--- config.mk ---
export PLATFORM = sky130hd
export DESIGN_NAME = tdm_transmit
export DESIGN_NICKNAME = d
export VERILOG_FILES = /design/src/rtl/tdm_transmit.sv
export SDC_FILE = /design/constraint.sdc
export NUM_CORES = 1
export LEC_CHECK = 0
export ABC_AREA = 1
export CAP_MARGIN = 20
export CORE_UTILIZATION = 62
export CTS_CLUSTER_DIAMETER = 60
export DETAILED_ROUTE_END_ITERATION = 12
export GPL_ROUTABILITY_DRIVEN = 0
export GPL_TIMING_DRIVEN = 0
export PLACE_DENSITY = 0.86
export SLEW_MARGIN = 20
export SYNTH_ARGS = -nofsm -noshare
export SYNTH_HDL_FRONTEND = slang
export SYNTH_SLANG_ARGS = --single-unit
--- constraint.sdc ---
create_clock -name clk_in -period 3.31 [get_ports clk_in]
set_clock_uncertainty 0.15 [all_clocks]
set_input_delay 0.8275 -clock clk_in [delete_from_list [all_inputs] [get_ports clk_in]]
set_output_delay 0.8275 -clock clk_in [all_outputs]
set_load 0.01 [all_outputs]
--- src/rtl/tdm_transmit.sv ---
// TDM serial audio transmitter: double-buffered parallel frames out as sck/ws/sd.
// Latency: a frame accepted before a load point is sent in the frame that load starts.
// Backpressure: audio_ready_out is low while the holding buffer is full; the stream never stalls.
// Optional build macro: TDM_TX_UNDERRUN_REPEAT_EN repeats the last loaded frame on underrun.
`timescale 1ns/1ps
module tdm_transmit #(
  parameter int BIT_WIDTH   = 24,
  parameter int SLOTS       = 4,
  parameter int SLOT_CYCLES = 32,
  parameter int CLK_DIV     = 4
) (
  input  logic                         clk_in,
  input  logic                         rst_in_n,
  input  logic [SLOTS*BIT_WIDTH-1:0]   audio_in,
  input  logic                         audio_valid_in,
  output logic                         audio_ready_out,
  output logic                         sck_out,
  output logic                         ws_out,
  output logic                         sd_out,
  output logic                         frame_start_out,
  output logic                         underrun_out
);

  localparam int FW   = SLOTS * BIT_WIDTH;
  localparam int PMAX = SLOTS * SLOT_CYCLES;
  localparam int PW   = $clog2(PMAX + 1);
  localparam int BW   = $clog2(SLOT_CYCLES + 1);
  localparam int DW   = $clog2(CLK_DIV + 1);

  localparam logic [PW-1:0] P_LAST = PW'(PMAX);
  localparam logic [BW-1:0] B_LAST = BW'(SLOT_CYCLES - 1);
  localparam logic [BW-1:0] B_DATA = BW'(BIT_WIDTH);
  localparam logic [DW-1:0] D_LAST = DW'(CLK_DIV - 1);

  logic [DW-1:0] div_cnt;
  logic          sck_q;
  logic          started;
  logic [PW-1:0] p_cnt;
  logic [BW-1:0] b_cnt;
  logic [FW-1:0] ser;
  logic [FW-1:0] hold_dat;
  logic          hold_full;
  logic [FW-1:0] hold_ser;
  logic [FW-1:0] under_ser;
  logic          ws_q;
  logic          sd_q;
  logic          fs_q;
  logic          ur_q;
  logic          div_wrap;
  logic          period_start;
  logic          load;
  logic          accept;

  assign div_wrap     = (div_cnt == D_LAST);
  // A period begins on the sck falling edge, or on the very first clock after reset.
  assign period_start = !started || (div_wrap && sck_q);
  assign load         = period_start && (p_cnt == '0);
  assign accept       = audio_valid_in && !hold_full;

  // Reorder the holding frame so slot 0 MSB sits at the top of the shifter.
  always_comb begin
    hold_ser = '0;
    for (int s = 0; s < SLOTS; s++) begin
      hold_ser[(SLOTS-s)*BIT_WIDTH-1 -: BIT_WIDTH] = hold_dat[s*BIT_WIDTH +: BIT_WIDTH];
    end
  end

`ifdef TDM_TX_UNDERRUN_REPEAT_EN
  logic [FW-1:0] last_ser;

  // Remember the last frame that was genuinely loaded from the holding buffer.
  always_ff @(posedge clk_in or negedge rst_in_n) begin
    if (!rst_in_n)              last_ser <= '0;
    else if (load && hold_full) last_ser <= hold_ser;
  end

  assign under_ser = last_ser;
`else
  assign under_ser = '0;
`endif

  // Clock divider: sck low for CLK_DIV clocks, then high for CLK_DIV clocks.
  always_ff @(posedge clk_in or negedge rst_in_n) begin
    if (!rst_in_n) begin
      div_cnt <= '0;
      sck_q   <= 1'b0;
      started <= 1'b0;
    end else begin
      started <= 1'b1;
      if (div_wrap) begin
        div_cnt <= '0;
        sck_q   <= ~sck_q;
      end else begin
        div_cnt <= div_cnt + 1'b1;
      end
    end
  end

  // Period sequencer and serializer; outputs change only at period starts.
  always_ff @(posedge clk_in or negedge rst_in_n) begin
    if (!rst_in_n) begin
      p_cnt <= '0;
      b_cnt <= '0;
      ser   <= '0;
      ws_q  <= 1'b0;
      sd_q  <= 1'b0;
    end else if (period_start) begin
      if (p_cnt == '0) begin
        ws_q  <= 1'b1;
        sd_q  <= 1'b0;
        b_cnt <= '0;
        p_cnt <= p_cnt + 1'b1;
        ser   <= hold_full ? hold_ser : under_ser;
      end else begin
        ws_q <= 1'b0;
        // Padding periods leave the shifter alone so the next slot starts at its MSB.
        if (b_cnt < B_DATA) begin
          sd_q <= ser[FW-1];
          ser  <= ser << 1;
        end else begin
          sd_q <= 1'b0;
        end
        b_cnt <= (b_cnt == B_LAST) ? '0 : b_cnt + 1'b1;
        p_cnt <= (p_cnt == P_LAST) ? '0 : p_cnt + 1'b1;
      end
    end
  end

  // Holding buffer: a load sees the pre-accept state, so a same-cycle accept survives an underrun.
  always_ff @(posedge clk_in or negedge rst_in_n) begin
    if (!rst_in_n) begin
      hold_full <= 1'b0;
      hold_dat  <= '0;
    end else if (load && hold_full) begin
      hold_full <= 1'b0;
    end else if (accept) begin
      hold_full <= 1'b1;
      hold_dat  <= audio_in;
    end
  end

  // One-cycle status pulses aligned with the ws update.
  always_ff @(posedge clk_in or negedge rst_in_n) begin
    if (!rst_in_n) begin
      fs_q <= 1'b0;
      ur_q <= 1'b0;
    end else begin
      fs_q <= load;
      ur_q <= load && !hold_full;
    end
  end

  assign audio_ready_out = !hold_full;
  assign sck_out         = sck_q;
  assign ws_out          = ws_q;
  assign sd_out          = sd_q;
  assign frame_start_out = fs_q;
  assign underrun_out    = ur_q;

endmodule
==> flow_summary_export.csv <==
group,metric,value,unit
critical_path,cpMaxStageDelayCell,"clkdlybuf4s50_1",
sta,timing.final.crit_share,81.1,%
status,status,"completed",
cts,cts_resized,0,
synthesis,synth_compound_area_share,0.576,%
route,final_antenna_net_count,0,
route,wl_met2,11400,µm
critical_path,worst_ep_arrival_time,1.71,ns
cts,cts_root_buf,"clkbuf_16",
sta,rsz0062_at_grt,"false",
cts,numClockSinks,216,
route,topRoutingLayerUsed,"met4",
worst_hold_path,hp-class,"in2async",
flow_run,cap_violations,0,
critical_path,cp_cell_sequence,"buf_2 -> inv_2 -> clkdlybuf4s50_1",
critical_path,cp_slowest_stage_delay,0.54,ns
sta,drv_slew,0,
synthesis,syn-instance-count,1270,
synthesis,synth-seq-cells,216,
route,drc_errors,0,
place,hpwl,15200,µm
route,routed_via_density,5.18,
global_routing,grt_pass1_wl,39400,µm
synthesis,syn-num-nets,1373,
global_routing,grt_antenna_before_repair,0,
synthesis,yosysSeqAreaShare,51.8,%
route,firstDrtPassIters,5,
synthesis,synth_area_leaders,"dfrtp_1 (52%), nand2_1 (22%), mux2_2 (10%)",
final_layout,final_nets,1505,
die,die_y,132,µm
global_routing,grt_pass1_vias,8486,
synthesis,yosysTopAreaCellShare,51.8,%
power_and_ir_drop,power.ir.vdd_worst,0.547,mV
critical_path,required,2.33,ns
synthesis,yosys_warnings,0,
synthesis,synth_edf_count,0,
synthesis,yosys-top-cells-count,"nand2_1 (609), dfrtp_1 (216), inv_1 (115)",
synthesis,syn_avg_cell_area,8.22,µm²
cts,cts_setup_buffers,0,
final_layout,areaGrowthSynthToFinish,21.3,%
die,die_area,0.0174,mm²
critical_path,criticalPathCategory,"reg2out",
synthesis,syn_area,0.0104,mm²
power_and_ir_drop,p_per_area,820,mW/mm²
power_and_ir_drop,p_comb_share,31.2,%
synthesis,synth_top_family_by_area,"simple AND/OR/NAND/NOR gates",
sta,fin_tns_setup,0,ns
final_layout,fin_util,76.6,%
die,initial_core_util,63.1,%
synthesis,synthAdderAreaFrac,0.480,%
synthesis,dominantRegCellSynth,"dfrtp_1",
sta,setup_viol,0,
sta,period_needed,2.68,ns
cts,cts_tree,"done",
power_and_ir_drop,leakage,7.09,nW
final_layout,post_route_cells_drive_above_1_share,14.4,%
place,portBuffers,104,
route,wl_per_cell,14.1,µm
sta,relSlewSlack,66.4,%
route,wirelength_met1,9790,µm
route,met3WireLength,1040,µm
place,dpl-instance-area,0.0118,mm²
synthesis,synthArstFlopShare,100,%
sta,max_freq,0.373,GHz
critical_path,start_kind,"flop",
die,rows,47,
critical_path,timing.critical_path.max_delay_family,"buffers and inverters",
cts,path_clk_slew,0.06,ns
power_and_ir_drop,swShare,33.3,%
synthesis,synthMuxAreaShare,10.4,%
power_and_ir_drop,fin_total_pwr,10.4,mW
sta,hold_violations,0,
global_routing,grt_max_degree,82,
cts,cts_inserted_buffers,24,
power_and_ir_drop,power_frac_seq,41.4,%
synthesis,synth_xor_area_share,0.252,%
sta,worst_pin_slew,0.504,ns
power_and_ir_drop,switchingPower,3.46,mW
route,drtIter0Drc,683,
critical_path,path_buf_inv,3,
die,coreArea,0.0165,mm²
cts,ctsHtreeMaxLevel,1,
power_and_ir_drop,clkPwrFrac,27.4,%
cts,ctsHoldBuffers,0,
synthesis,yosysTopAreaCell,"dfrtp_1",
route,vias,8478,
critical_path,crit_path_end_kind,"primary output",
route,wirelength,23000,µm
global_routing,grt_use_total,27.7,%
global_routing,overflow,0,
synthesis,synth_most_common_cell,"nand2_1",
final_layout,insertedDiodeCount,0,
cts,clockBufferDepth,3,
cts,clock_latency,0.51,ns
critical_path,crit_fanout,8,
power_and_ir_drop,internal_power,6.92,mW
synthesis,synth.distinct_cells,23,
die,pin_count,105,
synthesis,synth_simple_gate_area_share,28.4,%
die,die_w,132,µm
final_layout,final_area,0.0127,mm²
## sequential cells by signal, summed over array words and instances, names as in the netlist, 3 cells and up
| signal | flops |
|---|---|
| b_cnt | 6 |
| div_cnt | 3 |
| hold_dat | 96 |
| p_cnt | 8 |
| ser | 96 |
## layer usage
metal | up-vias | GRT usage, %
met3 | 61 | 3.38
met1 | 4012 | 36.4
met5 | - | 0
li1 | 4145 | -
met4 | 0 | 10.9
met2 | 260 | 47.3
## worst paths after layout
| check | startpoint | endpoint | slack, ns | cells after the start |
|---|---|---|---|---|
| worst max-delay path | hold_full | audio_ready_out | 0.63 | 3 |
| worst min-delay path | rst_in_n | hold_dat[63] | 0.1 | 1 |
| worst max register to register | div_cnt[0] | ser[17] | 1.02 | 9 |
| worst min register to register | div_cnt[0] | div_cnt[0] | 0.33 | 1 |
| max in group asynchronous | rst_in_n | hold_dat[21] | 1.75 | 3 |
| min in group clk_in | div_cnt[0] | div_cnt[0] | 0.33 | 1 |
## area by class of cell
| class | instances | area (µm²) |
|---|---|---|
| Multi-Input combinational cell | 862 | 4180 |
| Sequential cell | 216 | 5410 |
| Buffer | 74 | 407 |
| Fill cell | 1144 | 3860 |
| Clock buffer | 36 | 737 |
| Inverter | 118 | 443 |
| Tap cell | 220 | 275 |
| Clock inverter | 6 | 114 |
| Timing Repair Buffer | 106 | 1100 |
## per-stage QoR
step                      setup slack, ns  instances  hold slack [ns]
after CTS                           0.615       1638            0.124
after global placement              -7.73       1594            0.270
after global routing                0.590       1638            0.137
after detailed placement            0.593       1596            0.280
after floorplan                      1.41       1270            0.258
final                               0.625       1638           0.0999
## cells by family (layout without fill, tap and decap cells)
group	after synthesis	count (layout)
compound gates	12	12
flops	216	216
xor+xnor	3	3
mux	96	96
buf+inv	192	340
simple gates	746	746
fa+ha+maj	4	4
other cells	1	1
## layout by cell type (no fill, tap or decap)
cell | Yosys | layout
nand3_1 | 108 | 108
inv_8 | 0 | 1
buf_2 | 46 | 46
dfrtp_1 | 216 | 216
buf_16 | 0 | 2
buf_6 | 6 | 6
clkbuf_1 | 10 | 14
clkbuf_8 | 0 | 7
buf_8 | 0 | 1
ha_1 | 4 | 4
bufinv_16 | 0 | 3
a21oi_1 | 5 | 5
xnor2_1 | 2 | 2
o21ai_1 | 1 | 1
buf_1 | 5 | 5
nand2_2 | 3 | 3
buf_4 | 7 | 7
clkinv_2 | 0 | 1
o21ai_0 | 6 | 6
nor2_1 | 22 | 22
clkinvlp_4 | 0 | 1
nand2_1 | 609 | 609
nor2_4 | 1 | 1
nor3_1 | 2 | 2
mux2_2 | 96 | 96
nand3_2 | 1 | 1
clkbuf_16 | 0 | 25
inv_2 | 3 | 3
inv_1 | 115 | 115
clkdlybuf4s50_1 | 0 | 103
conb_1 | 1 | 1
xor2_1 | 1 | 1
## power by group through the flow
stage | sequential, mW | clock (mW) | combinational (mW)
2_1_floorplan | 4.13 | 0 | 2.48
3_3_place_gp | 4.27 | 0 | 3.04
3_5_place_dp | 4.31 | 0 | 3.20
4_1_cts | 4.29 | 2.86 | 3.25
5_1_grt | 4.42 | 2.97 | 3.71
6_report | 4.30 | 2.84 | 3.24
No activity file was read; power rests on OpenSTA's default activity.
